### src/rtl/mips_pkg.sv
// Shared definitions for the pipelined MIPS datapath: default word width and
// the state encoding of the registered operand-select stage.
package mips_pkg;

    localparam int WORD_W = 32;

    typedef enum logic [1:0] {
        ST_EMPTY = 2'd0,
        ST_ONE   = 2'd1,
        ST_FULL  = 2'd2
    } pipe_state_t;

endpackage

### src/rtl/mux_n_comb.sv
// Combinational CHANNELS:1 selector; an index past the last channel yields
// all-zero data and drops o_in_range.
module mux_n_comb #(
    parameter  int WIDTH    = 32,
    parameter  int CHANNELS = 4,
    localparam int SEL_W    = $clog2(CHANNELS)
) (
    input  logic [CHANNELS*WIDTH-1:0] i_data,
    input  logic [SEL_W-1:0]          i_sel,
    output logic [WIDTH-1:0]          o_data,
    output logic                      o_in_range
);

    // One extra bit so CHANNELS itself is representable when it is a power of 2.
    logic [SEL_W:0] w_sel_ext;

    assign w_sel_ext  = {1'b0, i_sel};
    assign o_in_range = (w_sel_ext < (SEL_W+1)'(CHANNELS));

    always_comb begin
        o_data = '0;
        for (int k = 0; k < CHANNELS; k++) begin
            if (w_sel_ext == (SEL_W+1)'(k)) begin
                o_data = i_data[k*WIDTH +: WIDTH];
            end
        end
    end

endmodule

### src/rtl/mux_n_pipe.sv
// N-channel operand selector with one registered output stage and a two-entry
// skid store (output register + skid register) for full-rate valid/ready flow.
module mux_n_pipe
    import mips_pkg::*;
#(
    parameter  int WIDTH    = WORD_W,
    parameter  int CHANNELS = 4,
    localparam int SEL_W    = $clog2(CHANNELS)
) (
    input  logic                      clk,
    input  logic                      rst_n,
    input  logic [CHANNELS*WIDTH-1:0] in_data,
    input  logic [SEL_W-1:0]          sel,
    input  logic                      in_valid,
    output logic                      in_ready,
    output logic [WIDTH-1:0]          out_data,
    output logic [SEL_W-1:0]          out_sel,
    output logic                      out_valid,
    input  logic                      out_ready,
    output logic                      sel_err,
    input  logic                      err_clear,
    output logic [1:0]                dbg_state
);

    // Handshake: a beat transfers on a rising edge where valid & ready are both
    // high; once valid is raised the sender holds its payload until transfer.
    // in_ready and out_valid come from r_state only, so out_ready never reaches
    // in_ready combinationally.

    pipe_state_t            r_state;
    pipe_state_t            w_state_nxt;
    logic [WIDTH-1:0]       r_out_data;
    logic [SEL_W-1:0]       r_out_sel;
    logic [WIDTH-1:0]       r_skid_data;
    logic [SEL_W-1:0]       r_skid_sel;
    logic                   r_sel_err;

    logic [WIDTH-1:0]       w_sel_data;
    logic                   w_in_range;
    logic                   w_accept;
    logic                   w_load_out_in;
    logic                   w_load_out_skid;
    logic                   w_load_skid;

    mux_n_comb #(
        .WIDTH    (WIDTH),
        .CHANNELS (CHANNELS)
    ) u_mux (
        .i_data     (in_data),
        .i_sel      (sel),
        .o_data     (w_sel_data),
        .o_in_range (w_in_range)
    );

    assign in_ready  = (r_state != ST_FULL);
    assign out_valid = (r_state != ST_EMPTY);
    assign w_accept  = in_valid & in_ready;
    assign out_data  = r_out_data;
    assign out_sel   = r_out_sel;
    assign sel_err   = r_sel_err;
    assign dbg_state = r_state;

    always_ff @(posedge clk or negedge rst_n) begin
        if (!rst_n) begin
            r_state <= ST_EMPTY;
        end else begin
            r_state <= w_state_nxt;
        end
    end

    always_comb begin
        w_state_nxt     = r_state;
        w_load_out_in   = 1'b0;
        w_load_out_skid = 1'b0;
        w_load_skid     = 1'b0;
        case (r_state)
            ST_EMPTY: begin
                if (w_accept) begin
                    w_state_nxt   = ST_ONE;
                    w_load_out_in = 1'b1;
                end
            end
            ST_ONE: begin
                if (w_accept && out_ready) begin
                    w_load_out_in = 1'b1;
                end else if (w_accept) begin
                    w_state_nxt = ST_FULL;
                    w_load_skid = 1'b1;
                end else if (out_ready) begin
                    w_state_nxt = ST_EMPTY;
                end
            end
            ST_FULL: begin
                if (out_ready) begin
                    w_state_nxt     = ST_ONE;
                    w_load_out_skid = 1'b1;
                end
            end
            default: begin
                w_state_nxt = ST_EMPTY;
            end
        endcase
    end

    always_ff @(posedge clk or negedge rst_n) begin
        if (!rst_n) begin
            r_out_data <= '0;
            r_out_sel  <= '0;
        end else if (w_load_out_in) begin
            r_out_data <= w_sel_data;
            r_out_sel  <= sel;
        end else if (w_load_out_skid) begin
            r_out_data <= r_skid_data;
            r_out_sel  <= r_skid_sel;
        end
    end

    // The skid holds already-selected data, so a single mux serves both paths.
    always_ff @(posedge clk or negedge rst_n) begin
        if (!rst_n) begin
            r_skid_data <= '0;
            r_skid_sel  <= '0;
        end else if (w_load_skid) begin
            r_skid_data <= w_sel_data;
            r_skid_sel  <= sel;
        end
    end

    always_ff @(posedge clk or negedge rst_n) begin
        if (!rst_n) begin
            r_sel_err <= 1'b0;
        end else if (w_accept && !w_in_range) begin
            r_sel_err <= 1'b1;
        end else if (err_clear) begin
            r_sel_err <= 1'b0;
        end
    end

endmodule

### config.mk
export PLATFORM = sky130hd
export DESIGN_NAME = mux_n_pipe
export DESIGN_NICKNAME = d
export VERILOG_FILES = /design/src/rtl/mips_pkg.sv /design/src/rtl/mux_n_comb.sv /design/src/rtl/mux_n_pipe.sv
export SDC_FILE = /design/constraint.sdc
export NUM_CORES = 1
export LEC_CHECK = 0
export CAP_MARGIN = 20
export CORE_AREA = 3 3 142 89
export CTS_CLUSTER_DIAMETER = 150
export DETAILED_ROUTE_END_ITERATION = 7
export DIE_AREA = 0 0 145 92
export PLACE_DENSITY_LB_ADDON = 0.05
export SETUP_SLACK_MARGIN = 0.3
export SYNTH_ARGS = -nofsm -noshare
export SYNTH_HDL_FRONTEND = slang
export SYNTH_SLANG_ARGS = --single-unit
### constraint.sdc
create_clock -name clk -period 1.91 [get_ports clk]
set_clock_uncertainty 0.1 [all_clocks]
set_input_delay 0.573 -clock clk [delete_from_list [all_inputs] [get_ports clk]]
set_output_delay 0.573 -clock clk [all_outputs]
set_load 0.1 [all_outputs]
# ---- After elaboration in Yosys (flattened, before gate mapping)
# Index checks and enable logic that the tools add are counted.
dict set report word_totals {
  register_bits 71
  out_inout_bits 39
  in_bits 135
}
dict set report op_classes {
  n_mux 23
  magnitude_cmp 1
  eq_ne 10
  n_reduce_logical 9
  n_bitwise 1
}
# op n
set ops {}
lappend ops {{$mux 32} 6}
lappend ops {{$mux 2} 7}
lappend ops {{$mux 1} 8}
lappend ops {{$ne 2x2->1 const B} 4}
lappend ops {{$eq 2x2->1 const B} 3}
lappend ops {{$pmux 2 s3} 1}
lappend ops {{$reduce_bool 2->1} 3}
lappend ops {{$eq 2x1->1 const B} 2}
lappend ops {{$reduce_and 4->1} 1}
lappend ops {{$logic_not 3->1} 1}
lappend ops {{$lt 2x3->1 const B} 1}
lappend ops {{$ne 3x3->1 const B} 1}
lappend ops {{$logic_and 1x1->1} 2}
lappend ops {{$logic_not 2->1} 1}
lappend ops {{$pmux 1 s2} 1}
lappend ops {{$and 1x1->1} 1}
lappend ops {{$logic_not 1->1} 1}

# ---- Depth between registers and ports, before layout
dict set report depth {
  ltp_word 6
  ltp_mapped 5
  ltp_nobuf 3
}

# ---- Hierarchy
# From an unflattened synthesis, not the netlist that was laid out.
dict set report unflattened {
  hier_cells 364
  area_unflattened_um2 4748.3
}
# mod area_per_inst_um2 n_inst seq_area_each_um2 cells_per_inst
set modules_own_cells {}
lappend modules_own_cells {mux_n_pipe 3922.5 1 1776.7 323}
lappend modules_own_cells {mux_n_comb 825.8 1 0.0 41}

# ---- Least setup slack after synthesis
# Ideal clock, no wire load.
dict set report synth_timing {
  kind {reg2out}
  start {reg r_state[0] (netlist: dbg_state[0])}
  end {out in_ready}
  n_path_buf 0
  slack_ns -0.697
  t_arrival_ns 1.934
  path_stages_with_launch 3
  path_cell_list {dfrtp_1 > inv_1 > nand2_1}
}
dict set report synth_via {
  elab_chain_cells 1
}
# item line
set synth_rtl {}
lappend synth_rtl {{start: declaration} mux_n_pipe.sv:30} ;# pipe_state_t r_state;
lappend synth_rtl {{start signal: assignment} mux_n_pipe.sv:67} ;# r_state <= w_state_nxt;
lappend synth_rtl {{$ne 2x2->1} mux_n_pipe.sv:55} ;# assign in_ready = (r_state != ST_FULL);
lappend synth_rtl {{end: declaration} mux_n_pipe.sv:15} ;# output logic in_ready,
# Every way passes these cells.

# ---- Worst setup path in the final report
dict set report layout_timing {
  start {reg r_state[1] (netlist: dbg_state[1])}
  end {out out_valid}
}
dict set report layout_via {
  elab_chain_cells 1
}
# item line
set layout_rtl {}
lappend layout_rtl {{$reduce_bool 2->1} mux_n_pipe.sv:56} ;# assign out_valid = (r_state != ST_EMPTY);
lappend layout_rtl {{end: declaration} mux_n_pipe.sv:18} ;# output logic out_valid,
# Every way passes these cells.

==> flow_metrics.tcl <==
set metrics [dict create \
    status "complete, but fails checks" \
    violations "setup timing" \
    crit_slowest_cell "dfrtp_4" \
    gr-total-overflow 0 \
    dpl_cell_area_um2 6320 \
    syn2layout_area_growth_pct 87.8 \
    setup_violations 1 \
    crit_buf_inv 1 \
    power_frac_comb 0.587 \
    gp_congestion 0.674 \
    p_per_area_nw_per_um2 1310 \
    routedWlPerCell_um 18.6 \
    dpl.cell_count 561 \
    syn-cell-area_um2 3980 \
    die-area_um2 13300 \
    ys_ff_latch 70 \
    hold_path.class "in2async" \
    cts_hold_buf 0 \
    ios 174 \
    layout-drive-gt1-share 0.529 \
    avgViaCountPerCell 4.88 \
    grt_use_total 0.174 \
    intPower_mw 5.87 \
    p_sw_mw 3.90 \
    grt_pass1_vias 3363 \
    antenna_found_initial 0 \
    cts_num_sinks 70 \
    grt_start_max_net_pins 71 \
    rsz0062_at_grt "true" \
    fillers 782 \
    fin_setup_tns_ns -0.00622 \
    cts_tree "yes" \
    antenna_left 0 \
    drtIter0Drc 72 \
    p_sw_frac 0.399 \
    synth.net_count 371 \
    setup_ws_ns -0.00622 \
    ir_drop_uv 554 \
    finalNetCount 588 \
    htreeDepth 3 \
    crit_required_ns 1.24 \
    clk_latency_ns 0.33 \
    vias 3007 \
    numCtsBuffers 9 \
    worstSetupPathType "reg2out" \
    hold_viol 0 \
    fp.dieW_um 145 \
    slew_viol_final 0 \
    worstSetupEndpointType "primary output" \
    core-area_um2 11300 \
    crit_start "dbg_state[1]" \
    critPathMaxFanout 3 \
    p_clk_frac 0.149 \
    cts.clk_slew.worst_paths_ns 0.05 \
    finalCriticalPeriod_ns 1.92 \
    io_buffers 171 \
    fmax_mhz 522 \
    routed_wl_um 11500 \
    initial_core_util 0.352 \
    critPathArrivalTime_ns 1.24 \
    grt_pass1_wl_um 18100 \
    cts_root_buffer "clkbuf_16" \
    fp-row-count 30 \
    die_h_um 92 \
    final_area_um2 7470 \
    max-clock-path-buffers 2 \
    num_antenna_cells 0 \
    dp_slack_ns -0.418 \
    detail_route.first_pass.iterations 4 \
    synth_cells 236 \
    ys_warn_count 0 \
    power.leakage_nw 3.37 \
    startpoint_type "flip-flop" \
    total_power_mw 9.77 \
    crit_chain "or2_4 -> buf_12" \
    synth_cell_types 22 \
    drcViolationCount 0 \
    path_delay_family "flip-flops" \
    drv_cap 0 \
    avgSynthCellArea_um2 16.8 \
    fin_cells 616 \
    reg2reg_from "dbg_state[1]" \
    max_stage_delay_ns 0.49 \
    finalCritPeriodShare 1.00 \
    pwr-share-seq 0.264 \
    place_hpwl_um 7310 \
    synth-seq-area-share 0.441 \
]
-- power by group through the flow --
stage	registers [mW]	clock network (mW)	logic, mW
after floorplan	4.29	0	1.23
final	2.58	1.46	5.73
after detailed placement	2.57	0	4.89
after global routing	2.65	1.56	5.93
after CTS	2.58	1.50	5.58
after global placement	2.53	0	4.83
-- through the flow --
stage | hold WS [ns] | util
global placement | 0.385 | 0.559
CTS | 0.163 | 0.641
detailed placement | 0.393 | 0.559
finish | 0.141 | 0.661
floorplan | 0.177 | -
global route | 0.168 | 0.661
-- Yosys cell counts --
cell | instances | share of area
mux4_1 | 19 | 0.13
buf_2 | 3 | 0.0038
o22ai_1 | 1 | 0.0016
buf_4 | 2 | 0.0038
mux2_2 | 98 | 0.28
nand2_1 | 1 | 0.00094
a21oi_1 | 2 | 0.0025
conb_1 | 1 | 0.00094
buf_6 | 8 | 0.023
nor3b_1 | 1 | 0.0019
or2_2 | 1 | 0.0016
o21ai_2 | 1 | 0.0022
clkbuf_1 | 4 | 0.0038
mux2_4 | 4 | 0.015
nor2b_2 | 1 | 0.0022
inv_1 | 1 | 0.00094
nor3b_4 | 1 | 0.0047
o21bai_1 | 1 | 0.0019
clkbuf_8 | 2 | 0.0069
mux4_2 | 13 | 0.074
dfrtp_1 | 70 | 0.44
nand3b_4 | 1 | 0.0050
-- worst register-to-register path, cell delays in order (launching register included) --
cell      delay [ns]
dfrtp_4         0.49
buf_6           0.14
buf_6           0.11
nand3b_4        0.16
buf_12          0.20
mux2_4          0.32
mux2_4          0.26
-- per-layer routing --
layer / share of wire / vias up / global-route usage
met1: 0.45 / 1527 / 0.220
met4: 0.0086 / 0 / 0.0379
li1: - / 1354 / -
met2: 0.47 / 119 / 0.283
met5: 0 / - / 0
met3: 0.075 / 7 / 0.0686
-- final timing paths --
| kind | endpoint | slack (ns) | cells past startpoint |
|---|---|---|---|
| worst max register to register | out_data[14] | 0.01 | 6 |
| worst min-delay path | r_skid_data[22] | 0.14 | 2 |
| max in group asynchronous | dbg_state[0] | 1.23 | 2 |
| worst max-delay path | out_valid | -0.006 | 2 |
| worst min register to register | r_skid_data[21] | 0.41 | 1 |
| min in group clk | r_skid_data[21] | 0.41 | 1 |
-- cell families after synthesis --
logic type | after synthesis | synth area share
simple gates | 6 | 0.0164
flops | 70 | 0.441
mux | 134 | 0.492
buf+inv | 20 | 0.0419
other cells | 1 | 0.000943
compound gates | 5 | 0.00819
-- area by class of cell --
cell class,count,area [um^2],share of cell area
clock buffer,12,246,0.0330
inverter,1,7.51,0.00101
tap,160,200,0.0268
clock inverter,2,10.0,0.00134
sequential,70,1760,0.236
multi-input combinational,146,2400,0.321
timing repair buffer,225,2840,0.381
-- cell usage in the layout (no fill, tap or decap), types with 2 or more instances in the layout --
cell type and count:
clkdlybuf4s50_1 128, mux2_4 99, dfrtp_1 68, buf_12 52
buf_4 24, mux4_2 23, clkbuf_16 12, mux4_1 9
buf_6 9, buf_16 5, mux2_2 3, a21oi_1 2
clkinv_2 2, clkbuf_1 2, dfrtp_4 2, dlygate4sd2_1 2
buf_2 2
-- flip-flops by register name, indices dropped and copies added (netlist names) --
| signal | count |
|---|---|
| out_sel | 2 |
| r_skid_data | 32 |
| dbg_state | 2 |
| out_data | 32 |
| r_skid_sel | 2 |
-- what timing repair did --
item | in CTS | in global routing
pin swaps | 2 | 1
gates resized for setup | 98 | 7
gates cloned | 5 | 4
setup buffers | 17 | 15
endpoints found under the setup margin | 79 | 99
(Power assumes the default switching activity.)
